**config.mk**
```make
export PLATFORM = sky130hd
export DESIGN_NAME = iperm_kp_seq
export DESIGN_NICKNAME = d
export VERILOG_FILES = /design/src/rtl/iperm_kp_seq.sv
export SDC_FILE = /design/constraint.sdc
export NUM_CORES = 1
export LEC_CHECK = 0
export ABC_AREA = 1
export CAP_MARGIN = 15
export CORE_MARGIN = 4
export CORE_UTILIZATION = 40
export CTS_BUF_LIST = sky130_fd_sc_hd__clkbuf_8
export DETAILED_ROUTE_END_ITERATION = 12
export GPL_TIMING_DRIVEN = 1
export PLACE_DENSITY = 0.72
export SYNTH_ARGS = -nofsm -noshare
export SYNTH_HDL_FRONTEND = slang
export SYNTH_SLANG_ARGS = --single-unit
```
**constraint.sdc**
```tcl
create_clock -name clk -period 4.4 [get_ports clk]
set_input_delay 1.1 -clock clk [delete_from_list [all_inputs] [get_ports clk]]
set_output_delay 1.1 -clock clk [all_outputs]
set_load 0.1 [all_outputs]
```
**src/rtl/iperm_kp_seq.sv**
```systemverilog
// iperm_kp_seq: expands {sel, cnt, step} permutation commands into a stream
// of per-beat key tokens (i_kp_*) for the input-permutation control stage.
// A command yields cnt+1 tokens; the selector either holds or advances
// modulo NSEL each beat. A new command can be loaded on the final-token
// handshake, so back-to-back commands run with no bubble.
//
// Handshake rule for both interfaces: a transfer happens in a cycle where
// req and ack are both high. i_kp_req/ctrl/last are registered and hold
// while i_kp_req=1 and i_kp_ack=0. t_cmd_ack never looks at t_cmd_req.
//
// Optional build macro IPERM_KP_SEQ_STATS_EN adds stat_tokens/stat_cmds.
module iperm_kp_seq #(
  parameter int SELW = 4,
  parameter int CNTW = 8,
  parameter int NSEL = 9
) (
  input  logic            clk,
  input  logic            reset_n,
  input  logic            t_cmd_req,
  output logic            t_cmd_ack,
  input  logic [SELW-1:0] t_cmd_sel,
  input  logic [CNTW-1:0] t_cmd_cnt,
  input  logic            t_cmd_step,
  input  logic            t_abort,
  output logic            i_kp_req,
  input  logic            i_kp_ack,
  output logic [SELW-1:0] i_kp_ctrl,
  output logic            i_kp_last
`ifdef IPERM_KP_SEQ_STATS_EN
  ,
  output logic [31:0]     stat_tokens,
  output logic [15:0]     stat_cmds
`endif
);

  typedef enum logic {IDLE = 1'b0, RUN = 1'b1} state_t;

  localparam logic [SELW-1:0] SEL_MAX = SELW'(NSEL - 1);

  state_t          state;
  logic [CNTW-1:0] remaining;
  logic            step_mode;
  logic            cmd_take;
  logic            tok_take;
  logic [SELW-1:0] ctrl_next;

  // Commands are taken in IDLE, or in RUN on the final-token handshake.
  // Abort and reset both block acceptance.
  assign t_cmd_ack = reset_n && !t_abort &&
                     ((state == IDLE) || (i_kp_last && i_kp_ack));
  assign cmd_take  = t_cmd_req && t_cmd_ack;
  assign tok_take  = i_kp_req && i_kp_ack;

  // Out-of-range selectors count up with natural 2^SELW wrap until they
  // reach NSEL-1, after which the modulo wrap takes over.
  assign ctrl_next = (i_kp_ctrl == SEL_MAX) ? '0 : i_kp_ctrl + 1'b1;

  // Sequencer FSM: reset > abort > command load > token advance.
  always_ff @(posedge clk) begin
    if (!reset_n) begin
      state     <= IDLE;
      remaining <= '0;
      step_mode <= 1'b0;
      i_kp_req  <= 1'b0;
      i_kp_ctrl <= '0;
      i_kp_last <= 1'b0;
    end else if (t_abort) begin
      state     <= IDLE;
      remaining <= '0;
      i_kp_req  <= 1'b0;
      i_kp_last <= 1'b0;
    end else if (cmd_take) begin
      state     <= RUN;
      remaining <= t_cmd_cnt;
      step_mode <= t_cmd_step;
      i_kp_req  <= 1'b1;
      i_kp_ctrl <= t_cmd_sel;
      i_kp_last <= (t_cmd_cnt == '0);
    end else if ((state == RUN) && i_kp_ack) begin
      if (remaining != '0) begin
        remaining <= remaining - 1'b1;
        i_kp_last <= (remaining == CNTW'(1));
        if (step_mode) begin
          i_kp_ctrl <= ctrl_next;
        end
      end else begin
        // Final token delivered and no follow-on command.
        state     <= IDLE;
        i_kp_req  <= 1'b0;
        i_kp_last <= 1'b0;
      end
    end
  end

`ifdef IPERM_KP_SEQ_STATS_EN
  // Delivered-token and accepted-command counters; wrap on overflow.
  always_ff @(posedge clk) begin
    if (!reset_n) begin
      stat_tokens <= '0;
      stat_cmds   <= '0;
    end else begin
      if (tok_take) stat_tokens <= stat_tokens + 32'd1;
      if (cmd_take) stat_cmds   <= stat_cmds + 16'd1;
    end
  end
`else
  logic unused_tok;
  assign unused_tok = tok_take;
`endif

endmodule
```
==> Word-level counts from Yosys, hierarchy flattened <==
Cells that the tools add are included.
W data, S select, Z words.
{ "classes": {"add_sub_neg": 2, "n_eq_ne": 3, "n_reduce_logical": 17, "shift": 0, "n_mux": 14, "bitwise": 3, "mul": 0, "n_div": 0, "order_cmp": 0} }
{ "ops": {"columns": ["op", "n"], "rows": [
  ["$mux W8", 3],
  ["$mux W4", 5],
  ["$eq A8 B1 Y1 const B", 1],
  ["$logic_not A8 Y1", 1],
  ["$reduce_bool A8 Y1", 1],
  ["$sub A8 B1 Y8 const B", 1],
  ["$mux W1", 6],
  ["$reduce_and A2 Y1", 3],
  ["$reduce_bool A2 Y1", 3],
  ["$logic_and A1 B1 Y1", 5],
  ["$add A4 B1 Y4 const B", 1],
  ["$eq A4 B4 Y1 const B", 1],
  ["$reduce_and A4 Y1", 1],
  ["$not A1 Y1", 3],
  ["$ne A2 B2 Y1 const B", 1],
  ["$reduce_or A2 Y1", 1],
  ["$logic_not A1 Y1", 1],
  ["$logic_or A1 B1 Y1", 1]
]} }
{ "word_totals": {"word_cells": 44, "latch_bits": 0, "regBits": 15, "inputBits": 18, "n_memories": 0, "output_inout_bits": 7, "ram_bits": 0, "mem_bits_ro": 0} }

==> Longest topological paths before layout <==
Gate-level depths: netlist of the first run.
{ "logic_depth": {"ltp_word": 6, "mapped_depth": 9, "depth_no_buf": 9} }

==> Worst setup path after synthesis of the first run <==
OpenSTA, ideal clock, no wires.
{ "synth_timing": {"kind": "input-to-output", "start": "input reset_n", "end": "output t_cmd_ack", "t_arrival_ps": 1955, "cell_stages": 4, "slack_ps": 1345, "cell_sequence": "inv_2 nor2_4 nand2_1 inv_1"} }
{ "synth_between": {"elab_chain_cells": 2} }
{ "synth_lines": {"columns": ["item", "line_no", "rtl"], "rows": [
  ["start, declared", "18", "input logic reset_n,"],
  ["$logic_and A1 B1 Y1 (2 in a row)", "49", "assign t_cmd_ack = reset_n && !t_abort &&"],
  ["end, declared", "20", "output logic t_cmd_ack,"]
]} }
Every way passes these cells.

==> Worst setup path after layout of the first run <==
Same ends and word-level chain as after synthesis.

==> results of run 1 <==
## how the worst min path moves through the flow
stage	startpoint	end	cells past startpoint
6_report	step_mode	step_mode	2
5_1_grt	step_mode	step_mode	2
4_1_cts	step_mode	step_mode	2
3_3_place_gp	step_mode	step_mode	2
2_1_floorplan	step_mode	step_mode	2
3_5_place_dp	step_mode	step_mode	2
## kinds of logic (layout without fill, tap and decap cells)
logic type	count (synthesis)	in the layout	synth area share [%]
and+or+nand+nor	109	109	44.7
buffers and inverters	24	50	9.35
AOI/OAI and AO/OA	22	22	11.2
DFF	15	15	28.0
adders and majority gates	5	5	5.84
xor gates and xnor gates	1	1	0.818
## registers in the layout (all words and copies together), names as in the netlist
signal	cells
i_kp_ctrl	4
i_kp_last	1
remaining	8
state	1
step_mode	1
## final cells by class
type,instances,area [sq um]
Clock buffer,3,41.3
Clock inverter,1,3.75
Fill cell,264,1150
Inverter,22,83.8
Multi-Input combinational cell,137,671
Sequential cell,15,300
Tap cell,30,37.5
Timing Repair Buffer,24,238
## stage by stage
step | setup WS (ps) | total power, mW | cell area [sq um] | instances | utilization (%)
2_1_floorplan | 1340 | 0.196 | 1070 | 176 | -
3_3_place_gp | 968 | 0.223 | 1330 | 228 | 52.7
3_5_place_dp | 936 | 0.224 | 1330 | 228 | 52.7
4_1_cts | 939 | 0.333 | 1380 | 232 | 54.5
5_1_grt | 877 | 0.350 | 1380 | 232 | 54.5
6_report | 940 | 0.332 | 1380 | 232 | 54.5
## power by group through the flow
stage	clock, mW	sequential [mW]	combinational, mW
floorplan	0	0.153	0.0424
CTS	0.112	0.143	0.0782
detailed placement	0	0.146	0.0780
global placement	0	0.146	0.0771
global route	0.120	0.143	0.0866
finish	0.111	0.143	0.0781
## per-layer routing
layer  vias up  track usage, %  part of all wire (%)
met5         -               0                     0
met4         0            6.33                   1.6
met3         6            3.24                   4.6
met2        26            29.3                    50
met1       531            21.3                    44
li1        615               -                     -
## worst register-to-register path, stage by stage, from the launching register on
cell	delay [ps]
dfxtp_1	310
inv_1	180
ha_1	200
nand2_2	80
o21ai_2	250
nand2_2	150
nand2_2	180
nand2_1	70
nand2_1	80
nor2_1	50
## Yosys cell counts, drive strengths merged
library cell and count:
nand4 4, nor4 1, o211ai 1, o21ai 12
buf 2, inv 21, ha 5, a21oi 9
nor3 1, xnor2 1, clkinv 1, nand3 17
nand2 60, nor2 26, dfxtp 15
==> flow_summary.toml, run 1 <==
[outcome]
outcome = "finished clean"

[place]
hpwl_um = 2160
port_buffers = 24
place.gp.congestion = 0.867

[floorplan]
chipWidth_um = 59.7
num_rows = 18
core_sq_um = 2520
die-area_sq_um = 3570
floorplan.die.height_um = 59.7
initial_core_util_pct = 42.5
ios = 25

[timing]
slew_headroom_pct = 35.1
fin_setup_tns_ps = 0
period_minus_slack_ps = 3460
fin_hold_ws_ps = 479
tightestPinTransition_ps = 971
period_share_pct = 78.6
rsz0062_at_grt = "no"
skew_ps = 2.19
drv_slew = 0
finalSetupViolations = 0
timing.fmax_ghz = 0.289
hold_violations = 0

[synth]
ys_ff_latch = 15
syn_nets = 199
ys_warn_count = 0
synthesis.area_sq_um = 1070
synth_area_leaders = "dfxtp_1 28%, nand2_1 20%, nor2_1 8.4%"
avgSynthCellArea_sq_um = 6.09
syn_inst = 176
yosysUniqueCellTypes = 22
synth_top_area_share_pct = 28.0
yosysSeqAreaShare_pct = 28.0
synth_top_cell_by_area = "dfxtp_1"

[global_routing]
grt_max_degree = 19
grt.total_usage_pct = 17.2
grt_first_pass_wirelength_um = 4730
grt_pass1_vias = 1102
antenna_found_initial = 0
grt-ovfl-total = 0

[cells_and_area]
layout_common_cells = "57 x nand2_1, 24 x nor2_1, 23 x clkdlybuf4s50_1, 20 x inv_1, 16 x nand3_1"
layout-drive-gt1-share_pct = 7.43
antenna_cells = 0
final_common_cell = "nand2_1"
nNetsFinal = 226
areaGrowthSynthToFinish_pct = 28.4

[clock_tree]
htree_levels = 1
ctsResizeCount = 0
cts.sinks = 15
path_clk_slew_ps = 60
clockRootBuffer = "clkbuf_8"
cts_buffer_depth = 2
ctsHoldBuffers = 0
numCtsBuffers = 3
cts_setup_buffers = 0
insertion_delay_ps = 250
cts_tree = "built"

[worst_setup_path]
path_cells = "clkdlybuf4s50_1 > inv_2 > nor2_4 > nand2_1 > inv_1 > buf_4"
arrival_ps = 2360
required_ps = 3300
ff2ff_path_depth = 9
r2r_end = "i_kp_ctrl[3]"
end_kind = "primary output"
reg2reg_slack_ps = 2750
crit_start = "reset_n"
criticalPathCategory = "input pin to primary output"
cp_top_family = "buffers and inverters"
cp-start-kind = "input pin"
critPathBufInv = 4
critPathMaxFanout = 9
r2r-start = "remaining[0]"
cp-endpoint = "t_cmd_ack"
crit_slowest_cell = "clkdlybuf4s50_1"
cp_slowest_stage_delay_ps = 580
worstSetupPathDepth = 6

[power_and_ir_drop]
pwr_density_cell_nw_per_um2 = 241
pwr-share-seq_pct = 43.0
p_sw_mw = 0.0997
p_comb_share_pct = 23.5
p_sw_share_pct = 30.0
p_leak_nw = 0.659
p_int_mw = 0.232
clockPowerShare_pct = 33.5
ir_drop_uv = 171

[routing]
via_count = 1178
drtIter0Drc = 54
ant_nets = 0
avgRoutedWirePerCell_um = 11.8
vias_per_cell = 5.08
routed_wirelength_um = 2730
first_pass_iters = 4
drc = 0

[hold_path]
hold_path_class = "flop to flop"

[flow_run]
cap_violations = 0
No activity file was read; power rests on OpenSTA's default activity.
==> inputs of run 2 (changes only) <==
==> constraint.sdc (replaced) <==
create_clock -name clk -period 3.3 [get_ports clk]
set_input_delay 0.825 -clock clk [delete_from_list [all_inputs] [get_ports clk]]
set_output_delay 0.825 -clock clk [all_outputs]
set_load 0.1 [all_outputs]
==> run 2 against run 1 <==
Against the previous run: combinational power up 36%; clock power up 33%; final cell count unchanged; non-clock buffer count stayed put; hold slack improved by 3.0 ps; core utilization fell by 0.099 points; register-to-register slack worse by 1100 ps; clock skew up 1.6 ps; sequential share of layout area is essentially flat; highest routed layer unchanged.
==> flow_summary.toml, run 2 (synthesis gave the netlist of run 1 again) <==
[floorplan]
chipWidth_um = 59.7
core_sq_um = 2520
num_rows = 18
ios = 25
initial_core_util_pct = 42.5
die-area_sq_um = 3570
floorplan.die.height_um = 59.7

[power_and_ir_drop]
pwr-share-seq_pct = 42.8
p_sw_mw = 0.134
p_leak_nw = 0.674
p_sw_share_pct = 30.0
ir_drop_uv = 228
clockPowerShare_pct = 33.3
pwr_density_cell_nw_per_um2 = 324
p_int_mw = 0.311
finalPower_mw = 0.445
p_comb_share_pct = 23.8

[timing]
slew_headroom_pct = 81.5
fin_hold_ws_ps = 482
period_minus_slack_ps = 2850
timing.fmax_ghz = 0.351
tightestPinTransition_ps = 279
hold_violations = 0
fin_setup_tns_ps = 0
drv_slew = 0
period_share_pct = 86.3
rsz0062_at_grt = "no"
finalSetupViolations = 0
skew_ps = 3.82
fin_ws_ps = 452

[cells_and_area]
final_common_cell = "nand2_1"
nNetsFinal = 226
final_cells = 232
layout_common_cells = "57 x nand2_1, 24 x nor2_1, 20 x inv_1, 17 x clkdlybuf4s50_1, 16 x nand3_1"
antenna_cells = 0
finalCoreUtilization_pct = 54.4
largest_reg_flops = 8
areaGrowthSynthToFinish_pct = 28.2
top_register = "remaining"
layout-drive-gt1-share_pct = 10.4
final_area_sq_um = 1370
top_regs = "remaining (8), i_kp_ctrl (4)"
n_fill_cell = 245

[clock_tree]
cts_buffer_depth = 2
ctsHoldBuffers = 0
cts.sinks = 15
insertion_delay_ps = 250
htree_levels = 1
numCtsBuffers = 3
ctsResizeCount = 0
cts_setup_buffers = 0
path_clk_slew_ps = 60
clockRootBuffer = "clkbuf_8"
cts_tree = "built"

[routing]
first_pass_iters = 4
routed_wirelength_um = 2780
avgRoutedWirePerCell_um = 12.0
vias_per_cell = 5.22
ant_nets = 0
via_count = 1210
drc = 0
drtIter0Drc = 51

[worst_setup_path]
end_kind = "primary output"
required_ps = 2470
arrival_ps = 2020
criticalPathCategory = "input pin to primary output"
cp-start-kind = "input pin"
critPathMaxFanout = 9

[outcome]
outcome = "finished clean"

[place]
dpl_cell_area_sq_um = 1330
place_ws_ps = 450
place_inst = 228
hpwl_um = 2180
place.gp.congestion = 0.859
port_buffers = 24

[global_routing]
grt-ovfl-total = 0
antenna_found_initial = 0
grt_max_degree = 19
grt.total_usage_pct = 17.3
grt_pass1_vias = 1148
grt_first_pass_wirelength_um = 4690

[flow_run]
cap_violations = 0

[hold_path]
hold_path_class = "flop to flop"
run 2: cell count changes in the layout (fill, tap and decap cells not counted), sizes merged:
cell | previous run | this run
clkdlybuf4s50 | 23 | 17
buf | 1 | 7
run 2: critical path: stages:
cell	delay (ps)
clkdlybuf4s50_1	580
inv_2	70
nor2_4	200
nand2_1	80
inv_1	100
buf_12	180
run 2: final cells by class:
| class | instances | area, sq um | share of cell area, % |
|---|---|---|---|
| clock buffers | 3 | 41.3 | 3.01 |
| multi-input cells | 137 | 671 | 48.9 |
| clock inverters | 1 | 3.75 | 0.273 |
| repair buffers | 24 | 235 | 17.1 |
| inverters | 22 | 83.8 | 6.11 |
| flip-flops and latches | 15 | 300 | 21.9 |
| well taps | 30 | 37.5 | 2.73 |
run 2: final timing paths:
check	startpoint	to	slack [ps]	depth (start not counted)
max	reset_n	t_cmd_ack	450	6
min	step_mode	step_mode	480	2
max reg2reg	remaining[0]	i_kp_ctrl[3]	1620	9
min reg2reg	step_mode	step_mode	480	2
run 2: power groups by stage:
| stage | logic, mW | clock network [mW] | registers, mW |
|---|---|---|---|
| after global routing | 0.117 | 0.156 | 0.191 |
| after CTS | 0.106 | 0.150 | 0.190 |
| after floorplan | 0.0565 | 0 | 0.204 |
| after global placement | 0.104 | 0 | 0.194 |
| final | 0.106 | 0.148 | 0.191 |
| after detailed placement | 0.106 | 0 | 0.194 |
run 2: routing by layer:
layer / part of all wire [%] / vias up / wire length [um] / track usage (%)
met4: 2.0 / 0 / 57 / 7.28
li1: - / 613 / - / -
met3: 5.1 / 6 / 142 / 3.67
met1: 42 / 562 / 1180 / 19.8
met2: 50 / 29 / 1400 / 30.9
met5: 0 / - / 0 / 0
